File: config.mk
export PLATFORM = sky130hd
export DESIGN_NAME = fetch_unit
export DESIGN_NICKNAME = d
export VERILOG_FILES = /design/src/rtl/fetch_unit.sv
export SDC_FILE = /design/constraint.sdc
export NUM_CORES = 1
export LEC_CHECK = 0
export BUFFER_PORTS_ARGS = -buffer_cell sky130_fd_sc_hd__buf_4
export CAP_MARGIN = 20
export CELL_PAD_IN_SITES_DETAIL_PLACEMENT = 0
export CELL_PAD_IN_SITES_GLOBAL_PLACEMENT = 1
export CORE_MARGIN = 1
export CORE_UTILIZATION = 51
export CTS_BUF_LIST = sky130_fd_sc_hd__clkbuf_8
export CTS_CLUSTER_SIZE = 8
export DETAILED_ROUTE_END_ITERATION = 8
export GPL_TIMING_DRIVEN = 0
export PLACE_DENSITY = 0.94
export REMOVE_ABC_BUFFERS = 1
export SYNTH_ARGS = -nofsm -noshare
export SYNTH_HDL_FRONTEND = slang
export SYNTH_SLANG_ARGS = --single-unit
export TNS_END_PERCENT = 20
File: constraint.sdc
create_clock -name clk -period 4.1 [get_ports clk]
set_input_delay 0.82 -clock clk [delete_from_list [all_inputs] [get_ports clk]]
set_output_delay 0.82 -clock clk [all_outputs]
set_load 0.005 [all_outputs]
File: src/rtl/fetch_unit.sv
// fetch_unit: instruction fetch stage with PC, async ROM addressing and a prefetch FIFO toward decode.
// Optional FETCH_MISALIGN_TRAP_EN: misaligned redirects halt fetch and raise a sticky misaligned flag.
module fetch_unit #(
    parameter int          DEPTH    = 4,
    parameter int          ADDR_W   = 8,
    parameter logic [31:0] RESET_PC = 32'h00000000
) (
    input  logic              clk,
    input  logic              rst,
    output logic [ADDR_W-1:0] rom_addr,
    input  logic [31:0]       rom_data,
    input  logic              redirect_valid,
    input  logic [31:0]       redirect_pc,
    output logic              inst_valid,
    input  logic              inst_ready,
    output logic [31:0]       inst,
    output logic [31:0]       inst_pc
`ifdef FETCH_MISALIGN_TRAP_EN
    ,
    output logic              misaligned
`endif
);
    localparam int PW = $clog2(DEPTH);
    localparam logic [PW:0] FULL = (PW+1)'(DEPTH);
    typedef enum logic {FETCH, HALT} state_t;
    state_t        state;
    logic [31:0]   fetch_pc;
    logic [31:0]   mem_pc   [DEPTH];
    logic [31:0]   mem_inst [DEPTH];
    logic [PW-1:0] rd, wr;
    logic [PW:0]   count;
    logic          pop, push;
    assign rom_addr   = fetch_pc[ADDR_W+1:2];
    assign inst_valid = count != '0;
    assign inst       = inst_valid ? mem_inst[rd] : 32'h00000013;
    assign inst_pc    = inst_valid ? mem_pc[rd] : 32'h0;
    assign pop        = inst_valid & inst_ready;
    assign push       = !redirect_valid && (count != FULL || pop) && state == FETCH;
    always_ff @(posedge clk) begin
        if (rst) begin
            fetch_pc <= RESET_PC;
            rd       <= '0;
            wr       <= '0;
            count    <= '0;
            state    <= FETCH;
`ifdef FETCH_MISALIGN_TRAP_EN
            misaligned <= 1'b0;
`endif
        end else if (redirect_valid) begin
            rd    <= '0;
            wr    <= '0;
            count <= '0;
`ifdef FETCH_MISALIGN_TRAP_EN
            if (redirect_pc[1:0] != 2'b00) begin
                fetch_pc   <= redirect_pc;
                state      <= HALT;
                misaligned <= 1'b1;
            end else begin
                fetch_pc   <= redirect_pc;
                state      <= FETCH;
                misaligned <= 1'b0;
            end
`else
            fetch_pc <= {redirect_pc[31:2], 2'b00};
`endif
        end else begin
            if (push) begin
                mem_pc[wr]   <= fetch_pc;
                mem_inst[wr] <= rom_data;
                wr           <= wr + 1'b1;
                fetch_pc     <= fetch_pc + 32'd4;
            end
            if (pop) rd <= rd + 1'b1;
            count <= count + (PW+1)'(push) - (PW+1)'(pop);
        end
    end
endmodule
* Word-level counts from Yosys, hierarchy flattened
Memories as Yosys holds them, arrays and structs flattened. A register that Yosys moved wholly into a read port is not among the register bits.
Index checks and enable logic that the tools add are counted.
** Word-level totals
- Bits in registers :: 39
- Bits in writable memories :: 256
- Bits of input ports :: 68
- Word-level logic and storage cells :: 32
- Memories :: 2
** Memories
- mem_inst :: depth 4, bits a word 32, rd ports 1, clocked after memory_dff 1, write ports 1, line 29 : logic [31:0] mem_inst [DEPTH];
- mem_pc :: depth 4, bits a word 32, rd ports 1, clocked after memory_dff 1, write ports 1, line 28 : logic [31:0] mem_pc [DEPTH];
** Operators by class
- Add/sub/neg operators :: 5
- Equality and inequality tests :: 1
- Mux-type cells :: 12
- Bitwise gates (word level) :: 1
- Reductions and logical operators :: 6
** Operators with widths (count)
- 2-to-1 mux 32 bit :: 4
- adder 32 x 3 -> 32 bit (second input constant) :: 1
- 2-to-1 mux 2 bit :: 4
- adder 2 x 1 -> 2 bit (second input constant) :: 2
- 2-to-1 mux 1 bit :: 4
- adder 3 x 1 -> 3 bit :: 1
- != test 3 bit (second input constant) :: 1
- nonzero test 3 bit :: 1
- subtractor 3 x 1 -> 3 bit :: 1
- nonzero test 2 bit :: 1
- OR reduction 2 bit :: 1
- AND 1 bit :: 1
- logical AND 1 bit :: 1
- logical NOT 1 bit :: 1
- logical OR 1 bit :: 1

* Longest topological paths before layout
Gate-level depths: netlist of the first run.
- Word-level depth :: 8
- Depth in mapped cells :: 12
- Depth with buffers taken out :: 11

* Least setup slack after synthesis of the first run
Ideal clock, no wire load.
- Path type :: input to register
- From :: in rst
- To :: mem mem_inst[0][0] (enable)
- Setup time :: 0.427 ns
- Arrival :: 2.745 ns
- Slack :: 0.929 ns
- Stages :: 3
- Path through :: clkbuf_1 -> nor2_1 -> and3_1
** On the way
- Word-level cells in the longest chain between the ends :: 2
** RTL lines
- start: declaration :: line 9 : input logic rst,
- 2-to-1 mux 1 bit :: line 40 : if (rst) begin
- 2-to-1 mux 1 bit (not written as such) :: line 69 : mem_inst[wr] <= rom_data;
- end: declaration :: line 29
No other way between the ends.

==> impl_results.md, run 1 <==
- Status: completed
- Slew @ Worst Pin: 1063 ps
- Max VDD drop: 0.0001767 V
- NumNets Final: 899
- Gr ovfl total: 0
- Largest net degree at the start of global routing: 55
- Gr usage total: 0.1936
- Max frequency: 297.8 MHz
- Dpl hpwl: 13400 um
- Worst path max stage delay: 770 ps
- Routed length per placed instance: 19.38 um
- Area grow syn2layout: 18.07%
- Hold slack final: 459.0 ps
- Max cap viols: 0
- #FFs+latches synth: 287
- DRC viols: 0
- Setup WS pre-CTS: 1042 ps
- Critical Path End Type: output pin
- Core ar.: 0.02264 mm2
- Pre-antenna DRT Iters: 4
- Max-slew violations: 0
- Final Hold Fails: 0
- RSZ-0062 raised after global routing: false
- Antenna Nets Post-Route: 0
- Vias in the first global route: 6386
- Depth of the CTS H-tree: 2
- Io pins: 141
- Placed cells: 1062
- Yosys warns: 0
- Number of diodes: 0
- Crit Path Max Fanout: 35
- DR iter-0 viols: 379
- Slowest-stage cell, CP: dfxtp_4
- Postcts setup bufs: 0
- Syn avg cell area: 17.35 um2
- Crit Reg-Reg Startpoint: count[1]
- Port Buffers: 136
- HP Start: rom_data[27]
- Antenna violations before repair: 0
- Layout cells sized above 1: 0.3345
- CP top delay family: flip-flops
- Worst Path Arrival: 2540 ps
- Clock Latency Late Sink: 560 ps
- # setup viols final: 0
- Element type at the critical path start: flop
- Sequential element share of the synthesized area: 0.7003
- Die span in x: 153.8 um
- Pwr/cell area: 420.7 mW/mm2
- Worst Path Class, Setup: reg -> out
- Setup ws final: 742.1 ps
- Minimum clock period: 3358 ps
- Primary FF master, synth: edfxtp_1
- Commonest non-fill, non-tap cells in the layout: edfxtp_1 (248), buf_4 (136), mux4_2 (62)
- Max-slew headroom: 0.2895
- Asr flop ratio synth: 0
- CTS Hold Bufs: 0
- CTS tree: yes
- Req. time, crit path: 3280 ps
- Die area: 0.02365 mm2
- Final WL: 22100 um
- Cell Area, Synth: 0.01175 mm2
- CTS clk-pin slew, worst paths: 60 ps
- Initial Util: 0.5189
- Die H: 153.8 um
- Longest Clk Path Bufs: 3
- Rows: 55
- Global-route wire length before repair: 34670 um
- Synth cell types: 46
- Clk root buf: clkbuf_8
- Cell Count, Final, Fillers Out: 1140
- Setup TNS: 0 ps
- Worst path buffer plus inverter count: 2
- Via/cell ratio: 5.408
- Crit share post-route: 0.8190
- Mapped Cells: 677
- Leading cell type in the layout, fill and taps excluded: edfxtp_1
- Resize count post-CTS: 0
- CTS sink cnt: 287
- Worst Hold Class: in -> reg
- CTS buffer count: 44
- Routability Congestion: 0.7224
- Clock Skews: 25.43 ps
- Post-synth EDFFs: 248
- Leakage power: 4.974 nW
- Via count: 6165
- CP cell instances: buf_16 -> mux4_2 -> and2_1 -> buf_4
state kept, by name (all words and copies together) (netlist names), named ones only:
signal / count
fetch_pc: 30
count: 3
rd: 2
mem_inst: 128
wr: 2
mem_pc: 120
Yosys cell counts, types with 2 or more instances:
cell type    n  share of area
and4_4       2         0.0019
nor3_1       6         0.0026
mux2i_1      6         0.0051
edfxtp_1   248           0.63
mux4_2      62           0.12
clkbuf_1    19         0.0061
inv_1       20         0.0064
buf_4       11         0.0070
a21oi_1     23         0.0098
nand2_2      2         0.0011
nand3_1      7         0.0030
a21o_1       3         0.0019
and3_1       8         0.0043
o21a_1      13         0.0083
xnor2_1     19          0.014
ha_1         7         0.0075
xor2_1      11         0.0082
buf_6        3         0.0029
buf_2        6         0.0026
o21ai_0      4         0.0017
or2_2        4         0.0021
nand2_1     28         0.0089
o22ai_2      3         0.0032
dfxtp_1     39          0.066
nor4_1       4         0.0021
nor4_4       4         0.0072
or3_1        3         0.0016
nand4_1      5         0.0027
buf_1        5         0.0016
and2_1      61          0.032
and4_1       3         0.0022
nand3_4      2         0.0030
nor2_1      23         0.0073
power breakdown:
part	switching [W]	internal, W
Combinational	0.000197	0.000239
Sequential	0.0000628	0.00325
Clock	0.00103	0.00106
Total	0.00129	0.00455
stage by stage:
stage,power (W),cell area [um2],utilization
2_1_floorplan,0.003566,11520,-
3_3_place_gp,0.003808,12890,0.5695
3_5_place_dp,0.003821,13090,0.5782
4_1_cts,0.005915,13870,0.6127
5_1_grt,0.006077,13870,0.6127
6_report,0.005836,13870,0.6127
area by class of cell:
cell class              instances  area (um2)
clock inverters                31       133.9
multi-input cells             327        3233
flip-flops and latches        287        8235
clock buffers                  47       646.9
well taps                     285       356.6
repair buffers                143        1191
fillers                      1694        8768
inverters                      20       75.07
routing by layer:
metal  vias up  GRT usage  routed length [um]
li1       2887          -                   -
met1      3074     0.2490                9328
met2       172     0.3314               11200
met3        32    0.04059                1183
met4         0    0.05952                 382
met5         -          0                   0
worst register-to-register path, stage by stage (launching register included):
cell	delay (ps)
dfxtp_1	380
nor3_1	590
inv_2	300
and2_1	290
ha_1	290
inv_1	60
ha_1	130
inv_1	40
fa_1	370
xor2_1	180
xnor2_1	140
nor2_1	50
cell families (layout without fill, tap and decap cells):
family,after synthesis,count (layout),share of synthesized area
compound gates,48,48,0.02588
xor+xnor,30,30,0.02236
fa+ha+maj,8,8,0.009158
buf+inv,64,241,0.02652
flops,287,287,0.7003
mux,68,68,0.1240
other cells,1,2,0.0003192
simple gates,171,171,0.09148
path summary, 6_finish.rpt:
| kind | slack (ps) | depth (start not counted) | end |
|---|---|---|---|
| worst max register to register | 1190 | 11 | count[2] |
| worst max-delay path | 740 | 4 | inst[13] |
| worst min register to register | 500 | 2 | wr[1] |
| worst min-delay path | 460 | 1 | mem_inst[2][27] |
(Power assumes the default switching activity.)
==> run 2, diff against run 1 <==
==> constraint.sdc (replaced) <==
create_clock -name clk -period 3.3 [get_ports clk]
set_input_delay 0.66 -clock clk [delete_from_list [all_inputs] [get_ports clk]]
set_output_delay 0.66 -clock clk [all_outputs]
set_load 0.005 [all_outputs]
==> run 2 against run 1 <==
Critical endpoint is now inst_pc[14]. Combinational power is 26% higher. Clock skew is 1.3 ps lower. Sequential cell count stayed put. Power is 24% higher. Final area is 0.14% higher. Sequential share of layout area is 0.085 points lower. Worst hold slack worse by 160 ps. Largest power group unchanged. Non-clock buffer count is 1 higher. Largest cell class unchanged.
==> impl_results.md, run 2 (synthesis results as in run 1) <==
- Final WL: 22350 um (+1.1%)
- Largest Register: mem_inst
- Max cap viols: 0 (unchanged)
- Io pins: 141 (unchanged)
- Final Power: 0.007252 W (+24%)
- Postcts setup bufs: 0 (unchanged)
- Max reg flops: 128 (unchanged)
- Max VDD drop: 0.0002189 V (+24%)
- RSZ-0062 raised after global routing: false
- Die area: 0.02365 mm2 (unchanged)
- Antenna Nets Post-Route: 0 (unchanged)
- CP Capture Point: inst_pc[14]
- CTS sink cnt: 287 (unchanged)
- Worst Path Arrival: 2410 ps (-130 ps)
- CTS clk-pin slew, worst paths: 60 ps (about the same)
- Max frequency: 325.3 MHz
- Crit share post-route: 0.9315
- Register Area: 0.008235 mm2 (unchanged)
- Global-route wire length before repair: 34670 um (unchanged)
- Crit Path Max Fanout: 46 (+31%)
- Core ar.: 0.02264 mm2 (unchanged)
- Initial Util: 0.5189 (unchanged)
- Final Hold Fails: 0 (unchanged)
- Pre-antenna DRT Iters: 4 (unchanged)
- Max-slew violations: 0 (unchanged)
- Commonest non-fill, non-tap cells in the layout: edfxtp_1 (248), buf_4 (136), mux4_2 (62)
- CTS tree: yes
- Switching share of power: 0.2201 (about the same)
- Routability Congestion: 0.7224 (unchanged)
- Resize count post-CTS: 0 (unchanged)
- Hold path depth: 1 (unchanged)
- Multi-input gate area: 0.003233 mm2 (unchanged)
- Clock Skews: 24.14 ps (-1.295 ps)
- Crit Reg-Reg Startpoint: count[1]
- Largest net degree at the start of global routing: 55 (unchanged)
- Via count: 6208 (+0.70%)
- Via/cell ratio: 5.441 (+0.61%)
- Dpl hpwl: 13400 um (unchanged)
- DRC viols: 0 (unchanged)
- Gr usage total: 0.1936 (unchanged)
- Gr ovfl total: 0 (unchanged)
- Area grow syn2layout: 18.24%
- Element type at the critical path start: flop
- Port Buffers: 136 (unchanged)
- Fillers: 1692 (-0.12%)
- Minimum clock period: 3074 ps
- Internal power: 0.005656 W (+24%)
- Rows: 55 (unchanged)
- Worst Path Class, Setup: reg -> out
- Clock share of power: 0.357 (about the same)
- DR iter-0 viols: 353 (-6.9%)
- Vias in the first global route: 6386 (unchanged)
- Worst Hold Class: in -> reg
- CP Launch Point: count[1]
- Placed cells: 1062 (unchanged)
- Leading cell type in the layout, fill and taps excluded: edfxtp_1
- Antenna violations before repair: 0 (unchanged)
- Max-slew headroom: 0.3090 (+0.01947)
- Clock Latency Late Sink: 560 ps (about the same)
- Leakage power: 4.982 nW (+0.16%)
- Number of diodes: 0 (unchanged)
- Critical Path End Type: output pin
- Layout cells sized above 1: 0.3353 (+0.0007774)
- Worst reg-to-reg path cell count: 11 (unchanged)
- CTS Hold Bufs: 0 (unchanged)
- Die H: 153.8 um (unchanged)
- Pwr/cell area: 522.0 mW/mm2 (+24%)
- Depth of the CTS H-tree: 2 (unchanged)
- Comb pwr share: 0.076 (about the same)
- Clk root buf: clkbuf_8
- # setup viols final: 0 (unchanged)
- Crit Reg-Reg Endpoint: count[2]
- Longest Clk Path Bufs: 3 (unchanged)
- NumNets Final: 900 (+0.11%)
- CTS buffer count: 44 (unchanged)
- Register share of total power: 0.568 (about the same)
- Top flop regs: mem_inst x128, mem_pc x120, fetch_pc x30
- Cell Count, Final, Fillers Out: 1141 (+0.088%)
- Routed length per placed instance: 19.59 um (+1.1%)
- Status: completed
- Req. time, crit path: 2640 ps (-640 ps)
- Die span in x: 153.8 um (unchanged)
- Slew @ Worst Pin: 1034 ps (-29.13 ps)
- Setup WS pre-CTS: 324.7 ps (-717.0 ps)
- Sw Pwr: 0.001596 W (+24%)
- Reg-to-reg slack, setup: 390 ps (-800 ps)
- Setup ws final: 226.1 ps (-516.0 ps)
==> run 2: critical path: stages (launching register included) <==
cell and delay, ps:
dfxtp_1 380, nor3_1 580, inv_2 300, buf_12 250, and2_1 180, buf_4 140
==> run 2: how the worst min path moves through the flow <==
stage / start / end / slack, ps
finish: rom_data[27] / mem_inst[2][27] / 300
global route: rom_data[27] / mem_inst[3][27] / 270
CTS: rom_data[27] / mem_inst[2][27] / 270
detailed placement: wr[1] / wr[1] / 490
global placement: wr[1] / wr[1] / 480
floorplan: wr[1] / wr[1] / 460
==> run 2: power groups by stage <==
stage | Combinational [W] | Sequential, W | Clock (W)
floorplan | 0.000250 | 0.00418 | 0
global placement | 0.000523 | 0.00421 | 0
detailed placement | 0.000552 | 0.00420 | 0
CTS | 0.000554 | 0.00412 | 0.00267
global route | 0.000602 | 0.00413 | 0.00283
finish | 0.000548 | 0.00412 | 0.00259
==> run 2: per-stage QoR <==
step | hold WS (ps) | instance area [um2] | setup TNS [ps] | util
CTS | 269.2 | 13870 | 0 | 0.6127
global route | 272.4 | 13890 | 0 | 0.6136
finish | 299.5 | 13890 | 0 | 0.6136
global placement | 480.2 | 12890 | -410890 | 0.5695
floorplan | 464.7 | 11520 | -51280 | -
detailed placement | 493.5 | 13090 | 0 | 0.5782
==> run 2: cell type report <==
cell class,instances,share of cell area
Tap cell,285,0.02567
Clock buffer,47,0.04656
Inverter,20,0.005404
Timing Repair Buffer,144,0.08718
Sequential cell,287,0.5928
Clock inverter,31,0.009637
Multi-Input combinational cell,327,0.2327
==> run 2: routing by layer <==
metal | global-route usage | wire, um | vias up
li1 | - | - | 2891
met1 | 0.2490 | 9268 | 3099
met2 | 0.3314 | 11540 | 190
met3 | 0.04059 | 1194 | 28
met4 | 0.05952 | 344 | 0
met5 | 0 | 0 | -
==> run 3, diff against run 2 <==
--- a/config.mk
+++ b/config.mk
@@ -5,17 +5,17 @@
 export SDC_FILE = /design/constraint.sdc
 export NUM_CORES = 1
 export LEC_CHECK = 0
-export BUFFER_PORTS_ARGS = -buffer_cell sky130_fd_sc_hd__buf_4
 export CAP_MARGIN = 20
 export CELL_PAD_IN_SITES_DETAIL_PLACEMENT = 0
 export CELL_PAD_IN_SITES_GLOBAL_PLACEMENT = 1
 export CORE_MARGIN = 1
-export CORE_UTILIZATION = 51
+export CORE_UTILIZATION = 60
 export CTS_BUF_LIST = sky130_fd_sc_hd__clkbuf_8
 export CTS_CLUSTER_SIZE = 8
 export DETAILED_ROUTE_END_ITERATION = 8
+export DONT_BUFFER_PORTS = 1
 export GPL_TIMING_DRIVEN = 0
-export PLACE_DENSITY = 0.94
+export PLACE_DENSITY = 0.88
 export REMOVE_ABC_BUFFERS = 1
 export SYNTH_ARGS = -nofsm -noshare
 export SYNTH_HDL_FRONTEND = slang
==> constraint.sdc (replaced) <==
create_clock -name clk -period 3.85 [get_ports clk]
set_input_delay 0.77 -clock clk [delete_from_list [all_inputs] [get_ports clk]]
set_output_delay 0.77 -clock clk [all_outputs]
set_load 0.005 [all_outputs]
==> run 3 against run 2 <==
Combinational power down 45%. Count of clock-buffer cells in the layout rose by 3. Critical path type unchanged. Core utilization increased by 6.5 points. Power is 16% lower. Highest routed layer unchanged. Via count shrank 6.1%.
==> impl_results.md, run 3 (synthesis results as in run 1) <==
- Final Power: 0.006088 W (-16%)
- Die area: 0.02015 mm2 (-15%)
- CTS clk-pin slew, worst paths: 60 ps (about the same)
- Req. time, crit path: 3080 ps (+440 ps)
- Switching share of power: 0.2138 (-0.006346)
- Rows: 50 (-9.1%)
- Setup TNS: 0 ps (unchanged)
- Pre-antenna DRT Iters: 4 (unchanged)
- CP top delay family: flip-flops
- Leading cell type in the layout, fill and taps excluded: edfxtp_1
- Max reg flops: 128 (unchanged)
- Crit share post-route: 0.8200
- Depth of the CTS H-tree: 2 (unchanged)
- Via count: 5828 (-6.1%)
- Die span in x: 141.9 um (-7.7%)
- Minimum clock period: 3157 ps
- Clock share of power: 0.371 (+0.014)
- Layout cells sized above 1: 0.2111 (-0.1242)
- Via/cell ratio: 5.941 (+9.2%)
- Vias in the first global route: 6253 (-2.1%)
- Resize count post-CTS: 0 (unchanged)
- CTS buffer count: 45 (+2.3%)
- CTS sink cnt: 287 (unchanged)
- Commonest non-fill, non-tap cells in the layout: edfxtp_1 (248), mux4_2 (62), and2_1 (61)
- Gr usage total: 0.2243 (+0.03074)
- Slew @ Worst Pin: 591.0 ps (-442.8 ps)
- Worst Hold Class: in -> reg
- Max frequency: 316.7 MHz
- Clk root buf: clkbuf_8
- Element type at the critical path start: flop
- Die H: 141.9 um (-7.7%)
- Longest Clk Path Bufs: 3 (unchanged)
- Final WL: 21650 um (-3.1%)
- CP cell instances: buf_16 -> mux4_2 -> and2_1
- Sw Pwr: 0.001302 W (-18%)
- Placed cells: 901 (-15%)
- Crit Path Max Fanout: 37 (-20%)
- Clock Skews: 29.36 ps (+5.223 ps)
- Routability Congestion: 0.8316 (+15%)
- Postcts setup bufs: 0 (unchanged)
- Slowest-stage cell, CP: dfxtp_4
- Internal power: 0.004787 W (-15%)
- Antenna Nets Post-Route: 0 (unchanged)
- DRC viols: 0 (unchanged)
- Cell Count, Final, Fillers Out: 981 (-14%)
- Max-slew violations: 0 (unchanged)
- Initial Util: 0.6198 (+0.1009)
- Gr ovfl total: 0 (unchanged)
- Status: completed
- Worst Path Class, Setup: reg -> out
- Routed length per placed instance: 22.07 um (+13%)
- Port Buffers: 0 (-100%)
- # setup viols final: 0 (unchanged)
- Core ar.: 0.01896 mm2 (-16%)
- Top flop regs: mem_inst x128, mem_pc x120, fetch_pc x30
- NumNets Final: 765 (-15%)
- Clock Latency Late Sink: 540 ps (-20 ps)
- Largest Register: mem_inst
- Worst path max stage delay: 730 ps (+150 ps)
- Pwr/cell area: 473.3 mW/mm2 (-9.3%)
- Max VDD drop: 0.0003142 V (+44%)
- Max-slew headroom: 0.6060 (+0.2970)
- Antenna violations before repair: 1 (+1)
- Worst path buffer plus inverter count: 1 (-2)
- Comb pwr share: 0.049 (-0.027)
- Leakage power: 4.293 nW (-14%)
- Io pins: 141 (unchanged)
- Critical Path End Type: output pin
- Final Hold Fails: 0 (unchanged)
- Area grow syn2layout: 9.489%
- Dpl hpwl: 13150 um (-1.8%)
- DR iter-0 viols: 342 (-3.1%)
- CTS Hold Bufs: 0 (unchanged)
- Worst Path Arrival: 2390 ps (-20 ps)
- RSZ-0062 raised after global routing: false
- Largest net degree at the start of global routing: 55 (unchanged)
- Global-route wire length before repair: 33840 um (-2.4%)
- CTS tree: yes
- Register share of total power: 0.580 (+0.012)
- Max cap viols: 0 (unchanged)
==> run 3: cell count changes in the layout (fill, tap and decap cells not counted), moves of 2 or more <==
cell,change
clkinv_1,+4
buf_12,-3
inv_1,-5
buf_16,+2
clkbuf_8,+3
buf_4,-135
==> run 3: through the flow <==
stage / utilization / hold WS [ps] / cell area [um2] / setup WS [ps]
CTS: 0.6781 / 267.3 / 12850 / 580.9
global placement: 0.6247 / 470.3 / 11840 / -1654
finish: 0.6786 / 303.5 / 12860 / 692.8
floorplan: - / 464.7 / 11520 / -494.2
detailed placement: 0.6359 / 508.4 / 12050 / 949.3
global route: 0.6786 / 279.6 / 12860 / 497.5
==> run 3: path summary, 6_finish.rpt <==
check | end | slack [ps] | start | depth (start not counted)
worst max-delay path | inst_pc[17] | 690 | flop | 3
worst max register to register | count[2] | 990 | count[1] | 11
worst min-delay path | fetch_pc[18] | 300 | rst | 1
worst min register to register | wr[1] | 520 | wr[1] | 2
==> run 3: final cells by class <==
| type | instances | area, um2 |
|---|---|---|
| Sequential cell | 287 | 8235 |
| Antenna cell | 1 | 2.502 |
| Multi-Input combinational cell | 327 | 3233 |
| Inverter | 20 | 75.07 |
| Clock buffer | 50 | 688.2 |
| Clock inverter | 28 | 111.4 |
| Tap cell | 260 | 325.3 |
| Timing Repair Buffer | 8 | 192.7 |
| Fill cell | 1280 | 6092 |
==> run 3: worst register-to-register path: stages (launching register included) <==
cell     delay [ps]
dfxtp_1         380
nor3_1          460
inv_2           320
and2_1          300
ha_1            280
inv_1            60
ha_1            140
inv_1            50
fa_1            370
xor2_1          160
xnor2_1         150
nor2_1           70
==> run 3: metal layers <==
metal	wire, um	GRT usage
met5	0	0
met4	428	0.07980
met3	1648	0.06696
met2	11010	0.3801
met1	8566	0.2754
==> run 3: power by group through the flow <==
stage / clock, W / sequential (W) / combinational [W]
2_1_floorplan: 0 / 0.00358 / 0.000214
3_3_place_gp: 0 / 0.00361 / 0.000276
3_5_place_dp: 0 / 0.00360 / 0.000304
4_1_cts: 0.00231 / 0.00353 / 0.000306
5_1_grt: 0.00244 / 0.00354 / 0.000331
6_report: 0.00226 / 0.00353 / 0.000300
